**src/rtl/onehot_encoder_pipe.sv**
```systemverilog
// -----------------------------------------------------------------------------
// onehot_encoder_pipe
//
// Two-stage pipelined one-hot to binary encoder with valid/ready handshakes
// on both sides. Stage 1 registers the incoming vector. Stage 2 registers
// the lowest-set-bit index and the zero-hot and multi-hot flags. A
// saturating counter tracks how many erroneous beats have been delivered
// downstream.
//
// Parameters:
//   INPUT_W   : one-hot vector width (>= 2)
//   OUTPUT_W  : binary index width, defaults to $clog2(INPUT_W)
//   ERR_CNT_W : error counter width
//
// Ports:
//   clk         : clock, rising edge
//   rst_n       : asynchronous active-low reset
//   i_data      : one-hot input vector
//   i_valid     : i_data is valid
//   i_ready     : block accepts i_data this cycle
//   o_data      : binary index of the lowest set bit (0 for a zero-hot beat)
//   o_err_zero  : delivered beat had no bit set
//   o_err_multi : delivered beat had two or more bits set
//   o_valid     : o_data and flags are valid
//   o_ready     : downstream accepts this cycle
//   err_clr     : synchronous clear of err_cnt (wins over an increment)
//   err_cnt     : saturating count of erroneous beats delivered
// -----------------------------------------------------------------------------
module onehot_encoder_pipe #(
   parameter int unsigned INPUT_W   = 8,
   parameter int unsigned OUTPUT_W  = $clog2(INPUT_W),
   parameter int unsigned ERR_CNT_W = 8
) (
   input  logic                 clk,
   input  logic                 rst_n,
   input  logic [INPUT_W-1:0]   i_data,
   input  logic                 i_valid,
   output logic                 i_ready,
   output logic [OUTPUT_W-1:0]  o_data,
   output logic                 o_err_zero,
   output logic                 o_err_multi,
   output logic                 o_valid,
   input  logic                 o_ready,
   input  logic                 err_clr,
   output logic [ERR_CNT_W-1:0] err_cnt
);

   localparam logic [INPUT_W-1:0]   IN_ONE  = INPUT_W'(1);
   localparam logic [ERR_CNT_W-1:0] CNT_ONE = ERR_CNT_W'(1);

   // Stage 1: raw vector
   logic [INPUT_W-1:0]   r_s1_data;
   logic                 r_s1_valid;

   // Stage 2: encoded index and flags
   logic [OUTPUT_W-1:0]  r_s2_data;
   logic                 r_s2_zero;
   logic                 r_s2_multi;
   logic                 r_s2_valid;

   logic [ERR_CNT_W-1:0] r_err_cnt;

   logic                 w_s1_ready;
   logic                 w_s2_ready;
   logic [OUTPUT_W-1:0]  w_idx;
   logic                 w_zero;
   logic                 w_multi;
   logic                 w_out_hs;
   logic                 w_err_beat;

   // ---------------------------------------------------------------------
   // Ready chain: combinational from o_ready back to i_ready, so a full
   // pipeline can accept a new beat in the same cycle it drains one.
   // ---------------------------------------------------------------------
   assign w_s2_ready = !r_s2_valid || o_ready;
   assign w_s1_ready = !r_s1_valid || w_s2_ready;
   assign i_ready    = w_s1_ready;

   // ---------------------------------------------------------------------
   // Encoder: scanning from the top down lets the lowest set bit win.
   // ---------------------------------------------------------------------
   always_comb begin
      w_idx = '0;
      for (int unsigned i = INPUT_W; i > 0; i--) begin
         if (r_s1_data[i-1]) begin
            w_idx = OUTPUT_W'(i - 1);
         end
      end
   end

   assign w_zero  = (r_s1_data == '0);
   // Clearing the lowest set bit leaves something only if 2+ bits were set.
   assign w_multi = ((r_s1_data & (r_s1_data - IN_ONE)) != '0);

   // ---------------------------------------------------------------------
   // Stage 1 register
   // ---------------------------------------------------------------------
   always_ff @(posedge clk or negedge rst_n) begin
      if (!rst_n) begin
         r_s1_valid <= 1'b0;
         r_s1_data  <= '0;
      end else if (w_s1_ready) begin
         r_s1_valid <= i_valid;
         if (i_valid) begin
            r_s1_data <= i_data;
         end
      end
   end

   // ---------------------------------------------------------------------
   // Stage 2 register
   // ---------------------------------------------------------------------
   always_ff @(posedge clk or negedge rst_n) begin
      if (!rst_n) begin
         r_s2_valid <= 1'b0;
         r_s2_data  <= '0;
         r_s2_zero  <= 1'b0;
         r_s2_multi <= 1'b0;
      end else if (w_s2_ready) begin
         r_s2_valid <= r_s1_valid;
         if (r_s1_valid) begin
            r_s2_data  <= w_idx;
            r_s2_zero  <= w_zero;
            r_s2_multi <= w_multi;
         end
      end
   end

   assign o_data      = r_s2_data;
   assign o_err_zero  = r_s2_zero;
   assign o_err_multi = r_s2_multi;
   assign o_valid     = r_s2_valid;

   // ---------------------------------------------------------------------
   // Error counter: counts delivered (handshaken) erroneous beats only.
   // ---------------------------------------------------------------------
   assign w_out_hs   = r_s2_valid && o_ready;
   assign w_err_beat = w_out_hs && (r_s2_zero || r_s2_multi);

   always_ff @(posedge clk or negedge rst_n) begin
      if (!rst_n) begin
         r_err_cnt <= '0;
      end else if (err_clr) begin
         r_err_cnt <= '0;
      end else if (w_err_beat && (r_err_cnt != '1)) begin
         r_err_cnt <= r_err_cnt + CNT_ONE;
      end
   end

   assign err_cnt = r_err_cnt;

endmodule

```
**config.mk**
```make
export PLATFORM = sky130hd
export DESIGN_NAME = onehot_encoder_pipe
export DESIGN_NICKNAME = d
export VERILOG_FILES = /design/src/rtl/onehot_encoder_pipe.sv
export SDC_FILE = /design/constraint.sdc
export NUM_CORES = 1
export LEC_CHECK = 0
export BUFFER_PORTS_ARGS = -buffer_cell sky130_fd_sc_hd__buf_2
export CORE_MARGIN = 10
export CORE_UTILIZATION = 51
export CTS_CLUSTER_DIAMETER = 80
export DETAILED_ROUTE_END_ITERATION = 12
export PLACE_DENSITY = 0.79
export SLEW_MARGIN = 20
export SYNTH_ARGS = -nofsm -noshare
export SYNTH_HDL_FRONTEND = slang
export SYNTH_SLANG_ARGS = --single-unit
```
**constraint.sdc**
```tcl
create_clock -name clk -period 2.1 [get_ports clk]
set_input_delay 0.21 -clock clk [delete_from_list [all_inputs] [get_ports clk]]
set_output_delay 0.21 -clock clk [all_outputs]
set_load 0.1 [all_outputs]
```
* Word-level counts from Yosys, hierarchy flattened
Index checks and enable logic that the tools add are counted.
** Word-level totals
- Flip-flop bits (word level) :: 23
- Output and inout port bits :: 15
- Input bits :: 13
** Cells by class
- Muxes and demuxes :: 10
- Reduce and logical (&&, ||, !) cells :: 13
- Equal/unequal tests :: 1
- Add/sub/neg operators :: 2
- Bitwise logic cells :: 1
** Operator list (number)
- 3-bit two-way mux :: 8
- 8-bit two-way mux :: 2
- 8-bit by 1-bit adder with 8-bit output (second input constant) :: 1
- 8-bit bitwise AND :: 1
- 8-bit zero test :: 1
- 8-bit != test (second input constant) :: 1
- 8-bit nonzero test :: 1
- 8-bit by 1-bit subtractor with 8-bit output (second input constant) :: 1
- 2-bit AND reduction :: 2
- 1-bit logical AND :: 3
- 1-bit logical OR :: 3
- 1-bit zero test :: 2
- 2-bit nonzero test :: 1

* Depth between registers and ports, before layout
Gate-level depths: netlist of the first run.
- Depth in word-level cells :: 8
- Gate-level depth with buffers :: 5

* Least setup slack after synthesis of the first run
OpenSTA, ideal clock, no wires.
- Path type :: register to register
- Start :: register r_s2_valid (netlist: o_valid)
- End :: register r_s1_data[0]
- Setup slack :: -0.948 ns
- Setup time :: 0.125 ns
- Arrival time :: 2.923 ns
- Data required time :: 1.975 ns
- Stages on the path, launching flop included :: 4
- Path through :: dfrtp_1 > nand3b_1 > nand2_1 > mux2_2
** On the way
- Cells in the longest elaborated chain, start to end :: 4
** RTL lines
- start, declared :: RTL line 59 : logic r_s2_valid;
- start signal, assigned :: RTL line 120 : r_s2_valid <= r_s1_valid;
- 1-bit zero test :: RTL line 75 : assign w_s2_ready = !r_s2_valid || o_ready;
- 1-bit logical OR :: RTL line 75
- 1-bit logical OR :: RTL line 76 : assign w_s1_ready = !r_s1_valid || w_s2_ready;
- named net i_ready :: RTL line 38 : output logic i_ready,
- 2-bit AND reduction (no source line)
- end signal, assigned :: RTL line 105 : r_s1_data <= i_data;
- end, declared :: RTL line 52 : logic [INPUT_W-1:0] r_s1_data;
The timed path passes the listed nets, and every way through them passes these cells.
A chain may end at the register's enable or synchronous reset.

* Final worst setup path of the first run
- Start :: register r_s1_data[3]
- End :: register r_s2_multi (netlist: o_err_multi)
** On the way
- Cells in the longest elaborated chain, start to end :: 3
** RTL lines
- 8-bit by 1-bit subtractor with 8-bit output :: RTL line 93 : assign w_multi = ((r_s1_data & (r_s1_data - IN_ONE)) != '0);
- 8-bit bitwise AND (*) :: RTL line 93
- 8-bit nonzero test (*) :: RTL line 93
- end signal, assigned :: RTL line 124 : r_s2_multi <= w_multi;
- end, declared :: RTL line 58 : logic r_s2_multi;
Every way passes the cells marked *; elsewhere a longest branch is shown, timed or not.

==> run_results.csv, run 1 <==
group,metric,value,unit
power,p_leak,0.635,nW
clocking,cts_tree,"built",
sta,layout_worst_path_cycle_share,82.9,%
clocking,cts.sinks,23,
clocking,max-clock-path-buffers,2,
routing,num_vias,871,
sta,holdWs,0.113,ns
setup_path,crit_path_start_kind,"flip-flop",
routing,dr.pass1.iters,4,
setup_path,rr_worst_depth,4,
placement,dp_cells,152,
clocking,clockRootBuffer,"clkbuf_4",
layout,syn_to_final_growth,20.8,%
yosys,syn-instance-count,99,
placement,hpwl,1850,µm
floorplanning,io-pin-count,28,
floorplanning,die_area,4460,µm²
run_status,status,"finished, final reports clean",
grt,grt_pass1_vias,912,
clocking,h-tree-depth,1,
setup_path,regToRegSetupSlack,0.36,ns
sta,slew_headroom,63.9,%
routing,first_iter_violations,63,
yosys,synth_top_area_share,51.5,%
yosys,synth-async-reset-ratio,100,%
sta,fin_ws,0.359,ns
sta,worst_pin_slew,0.535,ns
layout,seqCellArea,587,µm²
floorplanning,die_y,66.8,µm
sta,hold_violations,0,
layout,num_antenna_cells,0,
yosys,synth_ff_type,"dfrtp_1",
setup_path,endpoint_kind,"flip-flop",
yosys,synth_commonest_cells,"dfrtp_1, mux2_2, nor2_1",
sta,rsz0062_at_grt,"no",
routing,detail_route.vias_per_cell,5.55,
layout,layout-drive-gt1-share,39.2,%
grt,grt_use_total,11.7,%
grt,grt-ovfl-total,0,
placement,io_buffers,27,
yosys,synth_area,1120,µm²
clocking,clk_pin_slew,0.13,ns
placement,place_ws,0.430,ns
yosys,synth_edf_count,0,
yosys,synthesis.nets,113,
layout,nets,145,
setup_path,cp_max_fo,6,
sta,drv_slew,0,
yosys,ys_ff_latch,23,
job,drv_cap,0,
routing,wl_per_cell,15.5,µm
yosys,synth_top_cell_by_area,"dfrtp_1",
clocking,insertion_delay,0.31,ns
yosys,synthMostInstantiatedCell,"dfrtp_1",
sta,max_freq,0.574,GHz
setup_path,cp.required,2.32,ns
placement,placed_cell_area,1310,µm²
floorplanning,start_util,55.3,%
yosys,ys_seq_area_share,51.5,%
yosys,synthDistinctLibCells,35,
layout,stdcell_count,157,
yosys,ys.warnings.count,0,
sta,setup_viol,0,
grt,grt_first_pass_wirelength,4150,µm
grt,antenna_found_initial,0,
layout,fin_util,66.8,%
clocking,cts_inserted_buffers,3,
power,cellPowerDensity,822,nW/µm²
layout,fill_cells,173,
layout,multi_input_area,546,µm²
yosys,synth.area.top_cells,"dfrtp_1, mux2_2, xor2_1, nor2_1, a2111oi_4",
setup_path,critPathKind,"flip-flop to flip-flop",
sta,finClkSkew,0.00530,ns
layout,final_area,1350,µm²
min_path,hold_path.class,"primary input to flip-flop",
routing,drt_wl_total,2430,µm
sta,post-route-min-period,1.74,ns
routing,drc,0,
yosys,avgSynthCellArea,11.3,µm²
floorplanning,coreArea,2020,µm²
routing,drt.antenna.violating_nets,0,
power,ir_drop,0.501,mV
placement,place_congestion,0.854,
min_path,hold_depth,2,
grt,grt_max_degree,24,
floorplanning,core.rowCount,16,
floorplanning,die_w,66.8,µm
setup_path,worstPathArrival,1.96,ns
[worst paths after layout]
kind,start,to
setup / recovery,r_s1_data[3]$_DFFE_PN0P_,o_err_multi$_DFFE_PN0P_
setup reg to reg,r_s1_data[3]$_DFFE_PN0P_,o_err_multi$_DFFE_PN0P_
hold / removal,i_data[7],r_s1_data[7]$_DFFE_PN0P_
hold reg to reg,o_data[1]$_DFFE_PN0P_,o_data[1]$_DFFE_PN0P_
min in group asynchronous,rst_n,r_s1_valid$_DFFE_PN0N_
max in group asynchronous,rst_n,o_valid$_DFFE_PN0P_
[cell families (layout without fill, tap and decap cells)]
group / Yosys count / in the layout / share of synthesized area [%]
and+or+nand+nor: 34 / 34 / 15.7
DFF: 23 / 23 / 51.5
AOI/OAI and AO/OA: 21 / 21 / 15.7
muxes: 10 / 10 / 9.85
xor gates and xnor gates: 5 / 5 / 3.92
buffers and inverters: 4 / 35 / 1.34
adders and majority gates: 2 / 2 / 2.02
[what timing repair did]
action,4_1_cts,5_1_grt
setup buffers,0,0
hold endpoints to repair,23,0
gates resized for setup,0,0
hold buffers,1,0
[critical path, stage by stage (launching register included)]
cell and delay [ns]:
dfrtp_1 0.45, or4_4 0.59, o21ai_0 0.22, a211oi_1 0.11
a211o_1 0.28
[final cells by class]
class | count | area share (%)
flip-flops and latches | 23 | 43.5
well taps | 27 | 2.50
multi-input cells | 72 | 40.4
clock buffers | 3 | 1.67
clock inverters | 1 | 0.371
repair buffers | 28 | 10.8
inverters | 3 | 0.834
[per-layer routing]
layer	GRT usage, %	part of all wire [%]
met3	3.68	6.9
met5	0	0
met1	13.9	44
met2	18.5	48
met4	6.02	0.78
[placed cells by master (no fill, tap or decap), drive strengths merged, types with 2 or more instances in the layout]
| master | count |
|---|---|
| buf | 27 |
| dfrtp | 23 |
| nor2 | 8 |
| mux2 | 8 |
| nand2 | 7 |
| nor3 | 5 |
| xor2 | 5 |
| nand2b | 4 |
| o21ai | 3 |
| o211ai | 3 |
| inv | 3 |
| clkbuf | 3 |
| o41ai | 2 |
| nand3 | 2 |
| and3 | 2 |
| o21a | 2 |
| a21oi | 2 |
| mux2i | 2 |
| a2111oi | 2 |
[through the flow]
stage               setup TNS [ns]  total power, mW
floorplan                    -2.14            0.829
global placement                 0            0.898
detailed placement               0            0.909
CTS                              0             1.12
global route                     0             1.17
finish                           0             1.11
[sequential cells by signal (all words and copies together) (netlist names)]
name,flops
err_cnt,8
o_valid,1
r_s1_valid,1
r_s1_data,8
o_err_zero,1
o_err_multi,1
o_data,3
[power breakdown]
group          internal (mW)  switching, mW
sequential             0.490         0.0590
clock                 0.0712          0.138
combinational         0.0933          0.258
No activity file was read; power rests on OpenSTA's default activity.
==> inputs of run 2 (changes only) <==
- ABC_AREA: unset -> 1
- CORE_UTILIZATION: 51 -> 52
- clock period: 2.1 -> 1.7 ns (I/O delays scaled with it)
==> run 2 against run 1 <==
Routed wire length rose by 7.7%. Clock-buffer cell count rose by 1. Via count rose by 24%. Clock power rose by 21%. Critical path depth fell by 2. Sequential power rose by 19%.
==> run_results.csv, run 2 <==
group,metric,value,unit
run_status,status,"finished, final reports clean",
setup_path,crit_path_start_kind,"flip-flop",
layout,layout_common_cells,"nand2_1, buf_2, nor2_1",
job,drv_cap,0,
placement,place_congestion,0.835,
yosys,synthesis.nets,169,
power,power,1.34,mW
clocking,cts_inserted_buffers,3,
floorplanning,die_y,68.4,µm
yosys,synthDistinctLibCells,25,
sta,max_freq,0.654,GHz
yosys,synth_top_cell_by_area,"dfrtp_1",
layout,mostFrequentLayoutCell,"nand2_1",
placement,io_buffers,27,
clocking,insertion_delay,0.31,ns
placement,placed_cell_area,1410,µm²
setup_path,critPathKind,"flip-flop to output port",
sta,hold_violations,0,
yosys,ys_ff_latch,23,
routing,num_vias,1076,
sta,fin_setup_tns,0,ns
yosys,synth_top_area_share,47.3,%
yosys,synth_area,1220,µm²
floorplanning,core.rowCount,17,
yosys,synth_edf_count,0,
yosys,ys.warnings.count,0,
layout,final_area,1440,µm²
floorplanning,die_w,68.4,µm
yosys,synthMostInstantiatedCell,"nand2_1",
yosys,synth_commonest_cells,"nand2_1, dfrtp_1, nor2_1",
sta,setup_viol,0,
layout,fin_util,65.2,%
floorplanning,coreArea,2210,µm²
setup_path,cp_max_fo,4,
grt,grt_first_pass_wirelength,4440,µm
yosys,synth.area.top_cells,"dfrtp_1, nand2_1, nor2_1, inv_1, nand3_1",
setup_path,cp.required,1.53,ns
sta,drv_slew,0,
power,ir_drop,0.772,mV
clocking,cts_setup_buffers,0,
routing,wl_per_cell,12.2,µm
clocking,cts_hold_buf,1,
power,p_leak,0.748,nW
layout,syn_to_final_growth,18.5,%
sta,post-route-min-period,1.53,ns
clocking,cts-resized-gates,0,
layout,layout-drive-gt1-share,25.8,%
min_path,hold_path.class,"primary input to flip-flop",
setup_path,worstPathArrival,1.36,ns
grt,grt_pass1_vias,1105,
clocking,clockRootBuffer,"clkbuf_4",
floorplanning,start_util,55.0,%
grt,grt-ovfl-total,0,
layout,num_antenna_cells,0,
routing,dr.pass1.iters,4,
layout,nets,201,
floorplanning,io-pin-count,28,
yosys,syn-instance-count,155,
sta,worst_pin_slew,0.513,ns
routing,drt.antenna.violating_nets,0,
yosys,avgSynthCellArea,7.85,µm²
routing,drc,0,
clocking,clk_pin_slew,0.12,ns
floorplanning,die_area,4680,µm²
setup_path,endpoint_kind,"output port",
routing,detail_route.vias_per_cell,5.03,
routing,drt_wl_total,2620,µm
clocking,h-tree-depth,1,
clocking,cts.sinks,23,
sta,finClkSkew,0.000633,ns
routing,first_iter_violations,61,
grt,antenna_found_initial,0,
sta,slew_headroom,65.8,%
yosys,ys_seq_area_share,47.3,%
grt,grt_use_total,12.4,%
clocking,max-clock-path-buffers,2,
clocking,cts_tree,"built",
grt,grt_max_degree,24,
sta,layout_worst_path_cycle_share,89.9,%
yosys,synth-async-reset-ratio,100,%
yosys,synth_ff_type,"dfrtp_1",
power,cellPowerDensity,926,nW/µm²
sta,rsz0062_at_grt,"no",
placement,hpwl,2120,µm
==> run 2: cell count changes after synthesis, sizes merged, moves of 4 or more <==
cell    delta
nand2     +37
inv       +17
nor2      +16
nand3     +11
mux2       -7
o21ai      +7
a21oi      +6
nor3       -5
nand2b     -4
==> run 2: area by class of cell <==
| class | instances | area (µm²) |
|---|---|---|
| tap | 28 | 35.0 |
| timing repair buffer | 28 | 145 |
| inverter | 20 | 75.1 |
| sequential | 23 | 589 |
| multi-input combinational | 111 | 572 |
| clock buffer | 4 | 26.3 |
| fill | 206 | 769 |
==> run 2: worst max-delay path: stages (launching register included) <==
cell and delay [ns]:
dfrtp_4 0.52, nand3_4 0.09, buf_2 0.43
==> run 2: cell families (layout without fill, tap and decap cells) <==
kind of cell	Yosys count	in the layout	share of synthesized area [%]
fa+ha+maj	1	1	1.03
buf+inv	21	52	6.78
mux	1	1	0.925
compound gates	22	22	11.1
xor+xnor	3	3	2.16
flops	23	23	47.3
simple gates	84	84	30.7
==> run 2: power breakdown <==
| part | total [mW] | switching [mW] | internal (mW) |
|---|---|---|---|
| clock network | 0.253 | 0.161 | 0.0919 |
| logic | 0.431 | 0.336 | 0.0945 |
| registers | 0.653 | 0.0480 | 0.605 |
==> run 2: final timing paths <==
path | from | end | slack, ns | cells past startpoint
worst min-delay path | i_data[6] | r_s1_data[6]$_DFFE_PN0P_ | 0.08 | 2
worst max register to register | err_cnt[0]$_DFFE_PN0P_ | err_cnt[6]$_DFFE_PN0P_ | 0.27 | 6
max in group asynchronous | rst_n | o_valid$_DFFE_PN0P_ | 0.97 | 2
worst max-delay path | o_valid$_DFFE_PN0P_ | i_ready | 0.17 | 2
min in group asynchronous | rst_n | err_cnt[3]$_DFFE_PN0P_ | 0.35 | 2
worst min register to register | o_data[0]$_DFFE_PN0P_ | o_data[0]$_DFFE_PN0P_ | 0.49 | 2
==> run 2: per-stage QoR <==
stage / hold WS, ns / worst slack [ns] / cells
detailed placement: 0.168 / 0.294 / 209
floorplan: -0.126 / 0.0142 / 155
global placement: 0.160 / 0.350 / 209
global route: 0.0878 / 0.125 / 214
finish: 0.0783 / 0.171 / 214
CTS: 0.0737 / 0.156 / 214
==> run 2: per-layer routing <==
layer	track usage, %	part of all wire [%]	vias to the layer above
li1	-	-	556
met2	23.7	51	31
met1	11.4	39	482
met4	7.04	2.4	0
met3	3.26	7.4	7
met5	0	0	-
